<file path="config.mk">
export PLATFORM = sky130hd
export DESIGN_NAME = directory_controller
export DESIGN_NICKNAME = d
export VERILOG_FILES = /design/src/rtl/directory_controller.sv
export SDC_FILE = /design/constraint.sdc
export NUM_CORES = 1
export LEC_CHECK = 0
export BUFFER_PORTS_ARGS = -buffer_cell sky130_fd_sc_hd__clkbuf_2
export CORE_AREA = 2 2 108 110
export DETAILED_ROUTE_END_ITERATION = 16
export DIE_AREA = 0 0 110 112
export GPL_ROUTABILITY_DRIVEN = 0
export PLACE_DENSITY_LB_ADDON = 0.15
export REMOVE_ABC_BUFFERS = 1
export SLEW_MARGIN = 20
export SYNTH_ARGS = -nofsm -noshare
export SYNTH_HDL_FRONTEND = slang
export SYNTH_SLANG_ARGS = --single-unit
</file>
<file path="constraint.sdc">
create_clock -name clk -period 3.1 [get_ports clk]
set_input_delay 0.31 -clock clk [delete_from_list [all_inputs] [get_ports clk]]
set_output_delay 0.31 -clock clk [all_outputs]
set_load 0.005 [all_outputs]
</file>
<file path="src/rtl/directory_controller.sv">
// Directory controller: per-line UNCACHED/SHARED/MODIFIED state plus sharer vector, one request at a time.
// Optional DIR_INV_ACK_EN: the reply waits until every invalidated sharer has returned invAck.
//
//  state  | meaning
//  IDLE   | reqReady high, capture next request
//  LOOKUP | read directory entry, decide message/reply/update
//  SEND   | msgValid held until msgReady
//  WAIT   | wait for fetchDone (FETCH/FETCH_INV) or all invAcks
//  REPLY  | replyValid held until replyReady, entry written on accept
module directory_controller #(
   parameter int NUM_NODES = 4,
   parameter int NUM_LINES = 16,
   localparam int NODE_W = (NUM_NODES > 1) ? $clog2(NUM_NODES) : 1,
   localparam int LINE_W = (NUM_LINES > 1) ? $clog2(NUM_LINES) : 1
) (
   input  logic                 clk,
   input  logic                 rst_n,
   input  logic                 reqValid,
   output logic                 reqReady,
   input  logic [1:0]           reqType,
   input  logic [NODE_W-1:0]    reqNode,
   input  logic [LINE_W-1:0]    reqLine,
   output logic                 msgValid,
   input  logic                 msgReady,
   output logic [1:0]           msgType,
   output logic [NUM_NODES-1:0] msgTargets,
   output logic [LINE_W-1:0]    msgLine,
   input  logic                 fetchDone,
   input  logic                 invAck,
   output logic                 replyValid,
   input  logic                 replyReady,
   output logic [1:0]           replyType,
   output logic [NODE_W-1:0]    replyNode,
   output logic [LINE_W-1:0]    replyLine,
   output logic                 protoError
);

   localparam logic [1:0] RQ_READ = 2'b00, RQ_INV = 2'b10, RQ_WB = 2'b11;
   localparam logic [1:0] MSG_FETCH = 2'b01, MSG_INV = 2'b10, MSG_FETCH_INV = 2'b11;
   localparam logic [1:0] RP_DATA = 2'b01, RP_UPG = 2'b10;
   localparam logic [1:0] DIR_UNC = 2'b00, DIR_SHR = 2'b01, DIR_MOD = 2'b10;

   typedef enum logic [2:0] {S_IDLE, S_LOOKUP, S_SEND, S_WAIT, S_REPLY} state_t;

   state_t                state_q, state_d;
   logic [1:0]            rtype_q;
   logic [NODE_W-1:0]     rnode_q;
   logic [LINE_W-1:0]     rline_q;
   logic [1:0]            mtype_q, ptype_q, nst_q;
   logic [NUM_NODES-1:0]  mtgt_q, nsh_q;
   logic                  perr_q;
   logic [1:0]            dir_st_q [NUM_LINES];
   logic [NUM_NODES-1:0]  dir_sh_q [NUM_LINES];

   logic [1:0]            cur_st, dec_mtype, dec_ptype, dec_nst;
   logic [NUM_NODES-1:0]  cur_sh, req_bit, dec_mtgt, dec_nsh;
   logic                  wb_ok, wb_bad;

`ifdef DIR_INV_ACK_EN
   localparam int CNT_W = $clog2(NUM_NODES + 1);
   logic [CNT_W-1:0] ack_cnt_q, ack_cnt_d, ack_load;

   always_comb begin
      ack_load = '0;
      for (int i = 0; i < NUM_NODES; i++) ack_load = ack_load + CNT_W'(mtgt_q[i]);
      ack_load = ack_load - CNT_W'(invAck);
   end

   always_ff @(posedge clk or negedge rst_n) begin
      if (!rst_n) ack_cnt_q <= '0;
      else        ack_cnt_q <= ack_cnt_d;
   end
`else
   logic unused_inv_ack;
   assign unused_inv_ack = invAck;
`endif

   // In MODIFIED the sharer vector is one-hot, so owner == requester iff its bit is set.
   always_comb begin
      cur_st    = dir_st_q[rline_q];
      cur_sh    = dir_sh_q[rline_q];
      req_bit   = NUM_NODES'(1) << rnode_q;
      dec_mtype = MSG_INV;
      dec_mtgt  = '0;
      dec_ptype = RP_DATA;
      dec_nst   = cur_st;
      dec_nsh   = cur_sh;
      wb_ok     = 1'b0;
      wb_bad    = 1'b0;
      if (rtype_q == RQ_WB) begin
         if (cur_st == DIR_MOD && cur_sh == req_bit) wb_ok  = 1'b1;
         else                                        wb_bad = 1'b1;
      end else begin
         case (cur_st)
            DIR_SHR: begin
               if (rtype_q == RQ_READ) begin
                  dec_nsh = cur_sh | req_bit;
               end else begin
                  dec_mtgt  = cur_sh & ~req_bit;
                  dec_ptype = (rtype_q == RQ_INV && |(cur_sh & req_bit)) ? RP_UPG : RP_DATA;
                  dec_nst   = DIR_MOD;
                  dec_nsh   = req_bit;
               end
            end
            DIR_MOD: begin
               if (!(|(cur_sh & req_bit))) begin
                  dec_mtgt = cur_sh;
                  if (rtype_q == RQ_READ) begin
                     dec_mtype = MSG_FETCH;
                     dec_nst   = DIR_SHR;
                     dec_nsh   = cur_sh | req_bit;
                  end else begin
                     dec_mtype = MSG_FETCH_INV;
                     dec_nsh   = req_bit;
                  end
               end
            end
            default: begin
               dec_nst = (rtype_q == RQ_READ) ? DIR_SHR : DIR_MOD;
               dec_nsh = req_bit;
            end
         endcase
      end
   end

   always_comb begin
      state_d = state_q;
`ifdef DIR_INV_ACK_EN
      ack_cnt_d = ack_cnt_q;
`endif
      case (state_q)
         S_IDLE:   if (reqValid) state_d = S_LOOKUP;
         S_LOOKUP: begin
            if (wb_ok || wb_bad)   state_d = S_IDLE;
            else if (|dec_mtgt)    state_d = S_SEND;
            else                   state_d = S_REPLY;
         end
         S_SEND: begin
            if (msgReady) begin
               if (mtype_q == MSG_INV) begin
`ifdef DIR_INV_ACK_EN
                  ack_cnt_d = ack_load;
                  state_d   = (ack_load == '0) ? S_REPLY : S_WAIT;
`else
                  state_d = S_REPLY;
`endif
               end else begin
                  state_d = fetchDone ? S_REPLY : S_WAIT;
               end
            end
         end
         S_WAIT: begin
            if (mtype_q == MSG_INV) begin
`ifdef DIR_INV_ACK_EN
               if (invAck) begin
                  ack_cnt_d = ack_cnt_q - CNT_W'(1);
                  if (ack_cnt_q == CNT_W'(1)) state_d = S_REPLY;
               end
`else
               state_d = S_REPLY;
`endif
            end else if (fetchDone) begin
               state_d = S_REPLY;
            end
         end
         S_REPLY:  if (replyReady) state_d = S_IDLE;
         default:  state_d = S_IDLE;
      endcase
   end

   always_ff @(posedge clk or negedge rst_n) begin
      if (!rst_n) begin
         state_q <= S_IDLE;
         rtype_q <= '0;
         rnode_q <= '0;
         rline_q <= '0;
         mtype_q <= '0;
         mtgt_q  <= '0;
         ptype_q <= '0;
         nst_q   <= '0;
         nsh_q   <= '0;
         perr_q  <= 1'b0;
         for (int i = 0; i < NUM_LINES; i++) begin
            dir_st_q[i] <= DIR_UNC;
            dir_sh_q[i] <= '0;
         end
      end else begin
         state_q <= state_d;
         perr_q  <= (state_q == S_LOOKUP) && wb_bad;
         if (state_q == S_IDLE && reqValid) begin
            rtype_q <= reqType;
            rnode_q <= reqNode;
            rline_q <= reqLine;
         end
         if (state_q == S_LOOKUP) begin
            mtype_q <= dec_mtype;
            mtgt_q  <= dec_mtgt;
            ptype_q <= dec_ptype;
            nst_q   <= dec_nst;
            nsh_q   <= dec_nsh;
            if (wb_ok) begin
               dir_st_q[rline_q] <= DIR_UNC;
               dir_sh_q[rline_q] <= '0;
            end
         end
         if (state_q == S_REPLY && replyReady) begin
            dir_st_q[rline_q] <= nst_q;
            dir_sh_q[rline_q] <= nsh_q;
         end
      end
   end

   assign reqReady   = (state_q == S_IDLE);
   assign msgValid   = (state_q == S_SEND);
   assign msgType    = msgValid ? mtype_q : '0;
   assign msgTargets = msgValid ? mtgt_q  : '0;
   assign msgLine    = msgValid ? rline_q : '0;
   assign replyValid = (state_q == S_REPLY);
   assign replyType  = replyValid ? ptype_q : '0;
   assign replyNode  = replyValid ? rnode_q : '0;
   assign replyLine  = replyValid ? rline_q : '0;
   assign protoError = perr_q;

endmodule

</file>
==> run summary, run 1 <==
The headroom to the max-slew limit is between 40% and 50%. Yosys mapped a number of flops with a built-in enable equal to 0. Traced cell by cell, the critical path runs through buf_8 > buf_12 > mux4_2 > a22oi_2 > nand2_2 > ha_4 > nor4_4 > a21oi_2 > buf_4 > buf_4 > or3_1 > o211ai_1 > a21oi_1 > o21ai_1. The worst slack after detailed placement is -0.4856 ns. Dividing the detail-routed wire length by the instance count gives ~24 µm. The library cell used most frequently in the layout, excluding fill and tap cells, is sky130_fd_sc_hd__dfrtp_1. The remaining antenna violation count after routing came out at 0. The routed via count divided by cell count is 6.538. Across all hold checks on the routed design, the worst slack comes to 0.09267 ns. Buffers placed on the I/O ports in this run total 35. The H-tree depth came out at 4. The worst-case IR drop observed on VDD is 875.3 µV.

The x dimension of the die is 110 µm. The max capacitance violation total is 0. The critical path startpoint category is a register.

The area of the mapped netlist came out at 0.005967 mm². By instance count, the cell type seen most on the critical path is sky130_fd_sc_hd__buf_4. The area of the core region is 0.01117 mm². The initial antenna violation count is 0.

The final period demand of the worst path came out at around 3.3 ns. The number of warnings reported in the yosys synthesis log is 0. The proportion of synthesized chip area in sequential cells is between 50 and 60%.

The fraction of layout cells with a size suffix above 1 is 43.19%. The total placed instance area is 0.006912 mm². The overall global routing resource usage came out at between 30% and 40%.

The slowest library cell on the worst path is sky130_fd_sc_hd__mux4_2. The mean post-synth cell area is 12.10 µm². The number of optimization iterations in the first detailed-route pass came out at 5. The maximum clock path buffer count is 2.

The largest net degree at the start of global routing came out at 68. CTS saw 122 sinks. The number of clock buffers inserted by TritonCTS is 17. The arrival time at the worst endpoint is 3.68 ns. STA puts the critical path data required time at 3.45 ns.

The clock input transition at the sequential cells of the worst setup and hold paths is around 0.06 ns. The growth of design area from synthesis to finish came out at 38.86%. The upper clock frequency limit is between 0.3 and 0.4 GHz. For this run, asynchronously set or reset flops after synthesis account for 100.0%. The post-synthesis instance total is 493. The count of different cell masters after synthesis came out at 50. The worst setup path is captured at a register. The worst hold path terminates at rtype_q[0].

The largest driver fanout on the critical path is 5. The standard-cell row count came out at 39. Once the floorplan was initialized, standard cells occupied 53.40% of the core. Among all flip-flop cells after synthesis, the most frequent one is sky130_fd_sc_hd__dfrtp_1. The number of ports placed on the die boundary is 37.

In the layout the commonest cells are 121 x sky130_fd_sc_hd__dfrtp_1, 97 x sky130_fd_sc_hd__a22o_1, 94 x sky130_fd_sc_hd__buf_4. The via count of the first global-routing pass came out at 5256. The logic depth of the worst register-to-register path came out at 14. The launch instance of the worst min-delay path is reqType[0]. The clock latency of the later-clocked register in the worst-skew pair is 0.43 ns. The reg-to-reg startpoint is rline_q[0]. The leftover overflow at the end of global routing came out at 0.

At the pin with the least slew margin, the transition time is 0.8378 ns. The number of slew-limit violations in the final report came to 0. The total count of hold-check failures in the final report is 0.

The portion of the clock cycle consumed by the worst path in the final layout is 107.5%. The setup slack of the critical path after layout is -0.2314 ns. The number of flip-flops and latches in the synthesized netlist came out at ~120. Yosys attributes the largest share of cell area to sky130_fd_sc_hd__dfrtp_1 51%, sky130_fd_sc_hd__a22o_1 14%, sky130_fd_sc_hd__mux4_2 9.1%. The final count of negative-setup-slack endpoints came out at 96. The net total in the final layout came out at 655. The setup check on the worst reg-to-reg path leaves a slack of -0.23 ns. Once detailed placement completed, the half-perimeter wirelength came to 11190 µm. The worst register-to-register path ends at nsh_q[0]. The number of instances on the worst hold path came out at 3. Setup repair after global routing could not meet its margin everywhere. The standby leakage power came out at approximately 3.8 nW.

In this run the power density over the cells is 983.7 mW/mm². The worst clock skew came out at between 0.01 and 0.015 ns. The largest stage delay on the critical path came out at between 0.5 and 0.6 ns. The DRC violation count after routing came out at 0. The finished cells cover 0.008285 mm². The area of the die came out at 0.01232 mm². The final wirelength came out at 18750 µm. The run finished, with violations left. The violation count after the first detailed-routing iteration is 375.

The synthesized design spends more area on one cell type than any other, namely sky130_fd_sc_hd__dfrtp_1. The critical path is of the reg -> reg type. The overall via count from detail_route is 5113. CTS placed an instance of sky130_fd_sc_hd__clkbuf_16 at the clock tree root. The floorplan step set the die height to around 110 µm.

The final reports fail on negative setup slack. The tightest min-delay check is of the in -> reg type. The antenna cell count is 0. The design draws about 8.2 mW.

The wire length of the first global-routing pass is 29610 µm. TritonCTS built the clock tree. The layout filler cell count is 692.

Of the post-synthesis cell area, the dominant cell type holds 51.16%.
[cells in the mapped netlist, types with 2 or more instances]
master	number
sky130_fd_sc_hd__mux4_2	24
sky130_fd_sc_hd__nor2b_1	5
sky130_fd_sc_hd__nor3_1	5
sky130_fd_sc_hd__nor2_1	33
sky130_fd_sc_hd__a22oi_1	10
sky130_fd_sc_hd__a31oi_1	4
sky130_fd_sc_hd__o41ai_1	2
sky130_fd_sc_hd__mux4_1	2
sky130_fd_sc_hd__buf_2	3
sky130_fd_sc_hd__buf_1	6
sky130_fd_sc_hd__inv_2	2
sky130_fd_sc_hd__nand3_1	5
sky130_fd_sc_hd__nand2_1	18
sky130_fd_sc_hd__o211ai_1	4
sky130_fd_sc_hd__inv_1	11
sky130_fd_sc_hd__o21ai_1	5
sky130_fd_sc_hd__dfrtp_1	122
sky130_fd_sc_hd__and2_1	22
sky130_fd_sc_hd__ha_1	14
sky130_fd_sc_hd__mux2_2	8
sky130_fd_sc_hd__clkbuf_1	20
sky130_fd_sc_hd__nand2b_1	4
sky130_fd_sc_hd__a22o_1	97
sky130_fd_sc_hd__o22ai_1	2
sky130_fd_sc_hd__a21oi_1	28
sky130_fd_sc_hd__o21ai_0	10
sky130_fd_sc_hd__or3_1	4
[cell families (layout without fill, tap and decap cells)]
group | Yosys count | count (layout) | share of synthesized area (%)
AO/OA/AOI/OAI | 171 | 171 | 21.79
flip-flops | 122 | 122 | 51.16
AND/OR/NAND/NOR | 105 | 105 | 9.247
buffers and inverters | 45 | 191 | 3.103
multiplexers | 35 | 35 | 11.62
adder cells (fa/ha/maj) | 14 | 14 | 2.936
XOR/XNOR | 1 | 1 | 0.1468
[per-layer routing]
| metal | up-vias | global-route usage, % | share of wire (%) |
|---|---|---|---|
| li1 | 2152 | - | - |
| met1 | 2606 | 44.53 | 41 |
| met2 | 283 | 49.57 | 48 |
| met3 | 72 | 9.426 | 7.7 |
| met4 | 0 | 14.85 | 3.9 |
| met5 | - | 0 | 0 |
[stage by stage]
step / setup TNS, ns / util [%] / cells
2_1_floorplan: -68.09 / - / 461
3_3_place_gp: -34.95 / 61.85 / 727
3_5_place_dp: -42.75 / 61.85 / 727
4_1_cts: -5.581 / 72.91 / 779
5_1_grt: -13.68 / 74.15 / 782
6_report: -5.265 / 74.15 / 782
[critical path, delay by kind of cell (launching register included)]
family,cells,cell delay (ns)
DFF,1,0.44
muxes,1,0.53
buffers and inverters,4,0.56
AOI/OAI and AO/OA,5,0.77
and+or+nand+nor,3,0.76
adders and majority gates,1,0.20
[cell type report]
class	instances	area, µm²	share of cell area [%]
Clock buffer	18	439.2	5.301
Sequential cell	122	3054	36.86
Tap cell	143	178.9	2.159
Timing Repair Buffer	146	1159	13.98
Multi-Input combinational cell	326	3211	38.75
Inverter	13	48.80	0.5889
Clock inverter	14	195.2	2.356
[report_power, final]
group	internal, mW	switching (mW)
Clock	1.37	0.763
Sequential	1.98	0.492
Combinational	1.81	1.73
[repair_timing]
item	in CTS	in global routing
cloned	2	0
setup buffers	17	5
endpoints found under the setup margin	103	108
gates resized for setup	70	33
hold buffers	1	0
endpoints found under the hold margin	55	0
pin swaps	11	104
[state kept, by name, summed over array words and instances (netlist names), 3 cells and up]
name / count
mtgt_q: 4
state_q: 3
dir_st_q: 32
dir_sh_q: 64
rline_q: 4
nsh_q: 4
[worst max-delay path by stage]
stage,end,slack [ns],start
2_1_floorplan,nsh_q[3],-0.82,rline_q[0]
3_3_place_gp,dir_sh_q[31],-0.41,rline_q[0]
3_5_place_dp,dir_sh_q[31],-0.49,rline_q[0]
4_1_cts,nsh_q[0],-0.15,rline_q[0]
5_1_grt,nsh_q[0],-0.32,rline_q[0]
6_report,nsh_q[0],-0.23,rline_q[0]
Note: power is estimated with default switching activity, not from simulation.
==> inputs of run 2 (changes only) <==
--- a/config.mk
+++ b/config.mk
@@ -6,10 +6,13 @@
 export NUM_CORES = 1
 export LEC_CHECK = 0
 export BUFFER_PORTS_ARGS = -buffer_cell sky130_fd_sc_hd__clkbuf_2
-export CORE_AREA = 2 2 108 110
+export CELL_PAD_IN_SITES_DETAIL_PLACEMENT = 1
+export CELL_PAD_IN_SITES_GLOBAL_PLACEMENT = 2
+export CORE_AREA = 2 2 129 131
 export DETAILED_ROUTE_END_ITERATION = 16
-export DIE_AREA = 0 0 110 112
+export DIE_AREA = 0 0 131 133
 export GPL_ROUTABILITY_DRIVEN = 0
+export HOLD_SLACK_MARGIN = 0.15
 export PLACE_DENSITY_LB_ADDON = 0.15
 export REMOVE_ABC_BUFFERS = 1
 export SLEW_MARGIN = 20
==> run 2 against run 1 <==
The flow still finishes with violations (negative setup slack). Utilization fell by 22 points. Die area rose by 41%. Critical path depth fell by 3. Design area rose by 1.1%. Critical path type unchanged. Highest routed layer unchanged.
==> run summary, run 2 (synthesis results as in run 1) <==
The wire length the detailed router placed on met1 was 8522 µm (+11%). The final count of negative-setup-slack endpoints came out at 10 (-90%). STA classifies the critical path endpoint as a register. The number of slew-limit violations in the final report is 0 (unchanged).

The final wirelength is 19610 µm (+4.6%). In this run the top signal layer used is met4. The actual slew at the worst max-slew pin came to 0.8374 ns (-0.0003930 ns). The number of flip-flops in the largest register came out at 64 (unchanged). The area of the die came out at 0.01742 mm² (+41%). The library cell used most frequently in the layout, excluding fill and tap cells, is sky130_fd_sc_hd__dfrtp_1. The area of the core region came to 0.01617 mm² (+45%).

In the layout the commonest cells are 121 x sky130_fd_sc_hd__dfrtp_1, 97 x sky130_fd_sc_hd__a22o_1, 81 x sky130_fd_sc_hd__buf_4. The number of buffer cells added on primary ports is 35 (unchanged). The met3 wire length is 626 µm (-57%).

The worst hold margin came out at 0.2121 ns (+0.1194 ns). The met2 wire length came to 10050 µm (+13%). The H-tree depth came to 4 (unchanged). The starting density of the core is 36.90% (-17 points). By startpoint and endpoint, the worst setup path is classified as reg -> reg. The via count of the first global-routing pass came out at 5356 (+1.9%). The number of clock buffers inserted by TritonCTS came out at 17 (unchanged).

The clock latency of the later-clocked register in the worst-skew pair is 0.42 ns (about the same). The classification of the worst-slack hold path is in -> reg. The final period demand of the worst path was 3.264 ns (-0.06782 ns). The power density over the cells is 958.1 mW/mm² (-2.6%). The overall global routing resource usage came out at 24.30% (-8.7 points). The overall via count from detail_route was 4857 (-5.0%). The mean routed wirelength per cell came out at 22.70 µm (-5.3%). The flow ran to the end, but the final reports show violations. The standard-cell row count came out at 47 (+21%).

The final reports fail on negative setup slack. The maximum clock path buffer count is 2 (unchanged). The portion of the clock cycle consumed by the worst path in the final layout came to 105.3% (-2.2 points). The worst clock skew was 0.008125 ns (-0.003049 ns). The clock sink count is 122 (unchanged). The wire length of the first global-routing pass is 31260 µm (+5.6%).

The x dimension of the die is 131 µm (+19%). The total placed instance area is 0.006950 mm² (+0.56%). The initial antenna violation count is 0 (unchanged). The required arrival time at the worst endpoint is 3.45 ns (about the same). The max capacitance violation total is 0 (unchanged).

The number of optimization iterations in the first detailed-route pass is 4 (-1). The remaining antenna violation count after routing came to 0 (unchanged). The maximum vdd ir drop was 460.1 µV (-47%). The growth of design area from synthesis to finish came out at 40.43%.

The placed instance count came out at 798 (+9.8%). The violation count after the first detailed-routing iteration came out at 263 (-30%). The area of all placed cells without fillers came to 0.008379 mm² (+1.1%). TritonCTS built the clock tree. The leftover overflow at the end of global routing came out at 0 (unchanged).

The upper clock frequency limit was 0.3064 GHz (+2.1%). In the final layout, the registers with the most flip-flops are dir_sh_q (64), dir_st_q (32). The register with the highest flop count is dir_sh_q.

The post-route setup TNS came out at -0.7352 ns (+4.530 ns). STA classifies the critical path startpoint as a register. The number of ports placed on the die boundary came out at 37 (unchanged). The antenna cell count came out at 0 (unchanged). The arrival time at the worst endpoint came out at 3.61 ns (-0.07 ns). The HPWL after detailed placement is 13090 µm (+17%). The non-filler instance count after layout was 864 (+10%). The fraction of layout cells with a size suffix above 1 is 41.46% (-1.7 points). The headroom to the max-slew limit is 44.17% (about the same). The setup slack of the critical path after layout is -0.1636 ns (+0.06782 ns). The net total in the final layout is 660 (+0.76%). The standby leakage power is 3.778 nW (about the same).

The share of the core filled with cells was 51.81% (-22 points). The DRC violation count after routing was 0 (unchanged). The clock input transition at the sequential cells of the worst setup and hold paths came to 0.06 ns (about the same). The worst slack after detailed placement came out at -0.4466 ns (+0.03900 ns).

The total count of hold-check failures in the final report is 0 (unchanged). The root buffer cell chosen for the clock tree is sky130_fd_sc_hd__clkbuf_16. Setup repair after global routing could not meet its margin everywhere. The largest driver fanout on the critical path came to 8 (+3). The die extent in y is 133 µm (+19%). The total power came out at 8.028 mW (-1.5%).

The largest net degree at the start of global routing came out at 64 (-5.9%). The routed via count divided by cell count came to 5.622 (-14%).
==> run 2: cell types whose count changed in the layout (fill, tap and decap cells not counted), moves of 3 or more <==
| cell | delta |
|---|---|
| sky130_fd_sc_hd__o21ai_0 | -3 |
| sky130_fd_sc_hd__dlygate4sd3_1 | +8 |
| sky130_fd_sc_hd__buf_6 | +12 |
| sky130_fd_sc_hd__buf_4 | -13 |
| sky130_fd_sc_hd__o21ai_1 | +3 |
==> run 2: worst max-delay path, cell delays in order, from the launching register on <==
cell and delay [ns]:
sky130_fd_sc_hd__dfrtp_2 0.42, sky130_fd_sc_hd__buf_12 0.15, sky130_fd_sc_hd__buf_8 0.11, sky130_fd_sc_hd__buf_6 0.10, sky130_fd_sc_hd__mux4_2 0.50, sky130_fd_sc_hd__mux4_2 0.50
sky130_fd_sc_hd__buf_6 0.14, sky130_fd_sc_hd__ha_4 0.21, sky130_fd_sc_hd__or4_4 0.53, sky130_fd_sc_hd__o211ai_1 0.27, sky130_fd_sc_hd__a21oi_1 0.11, sky130_fd_sc_hd__o21ai_1 0.14
==> run 2: what timing repair did <==
item	in CTS	in global routing
pin swaps	27	25
setup endpoints to repair	108	108
gates resized for setup	87	27
cloned	1	0
endpoints found under the hold margin	67	0
setup buffers	20	10
hold buffers	9	0
==> run 2: routing by layer <==
layer | vias to the layer above | global-route usage (%)
met5 | - | 0
met4 | 0 | 7.092
met3 | 33 | 5.014
met2 | 100 | 41.42
met1 | 2560 | 31.06
li1 | 2164 | -
==> run 2: final timing paths <==
kind                            start          end  slack, ns  depth (start not counted)
hold / removal              fetchDone   state_q[0]       0.21                          4
max in group asynchronous       rst_n  dir_st_q[2]       1.79                          3
min in group asynchronous       rst_n    mtgt_q[1]       0.51                          2
setup / recovery           rline_q[0]     nsh_q[2]      -0.16                         11
hold reg to reg            ptype_q[1]   ptype_q[1]       0.48                          1
setup reg to reg           rline_q[0]     nsh_q[2]      -0.16                         11
==> run 2: layout make-up <==
cell class | instances | area [µm²]
clock buffers | 19 | 452.9
clock inverters | 13 | 142.6
fillers | 1675 | 7792
inverters | 13 | 48.80
multi-input cells | 326 | 3182
flip-flops and latches | 122 | 3054
well taps | 220 | 275.3
repair buffers | 151 | 1224
==> run 2: power by group <==
part	internal [mW]	switching, mW
Sequential	1.98	0.505
Clock	1.23	0.778
Combinational	1.84	1.69
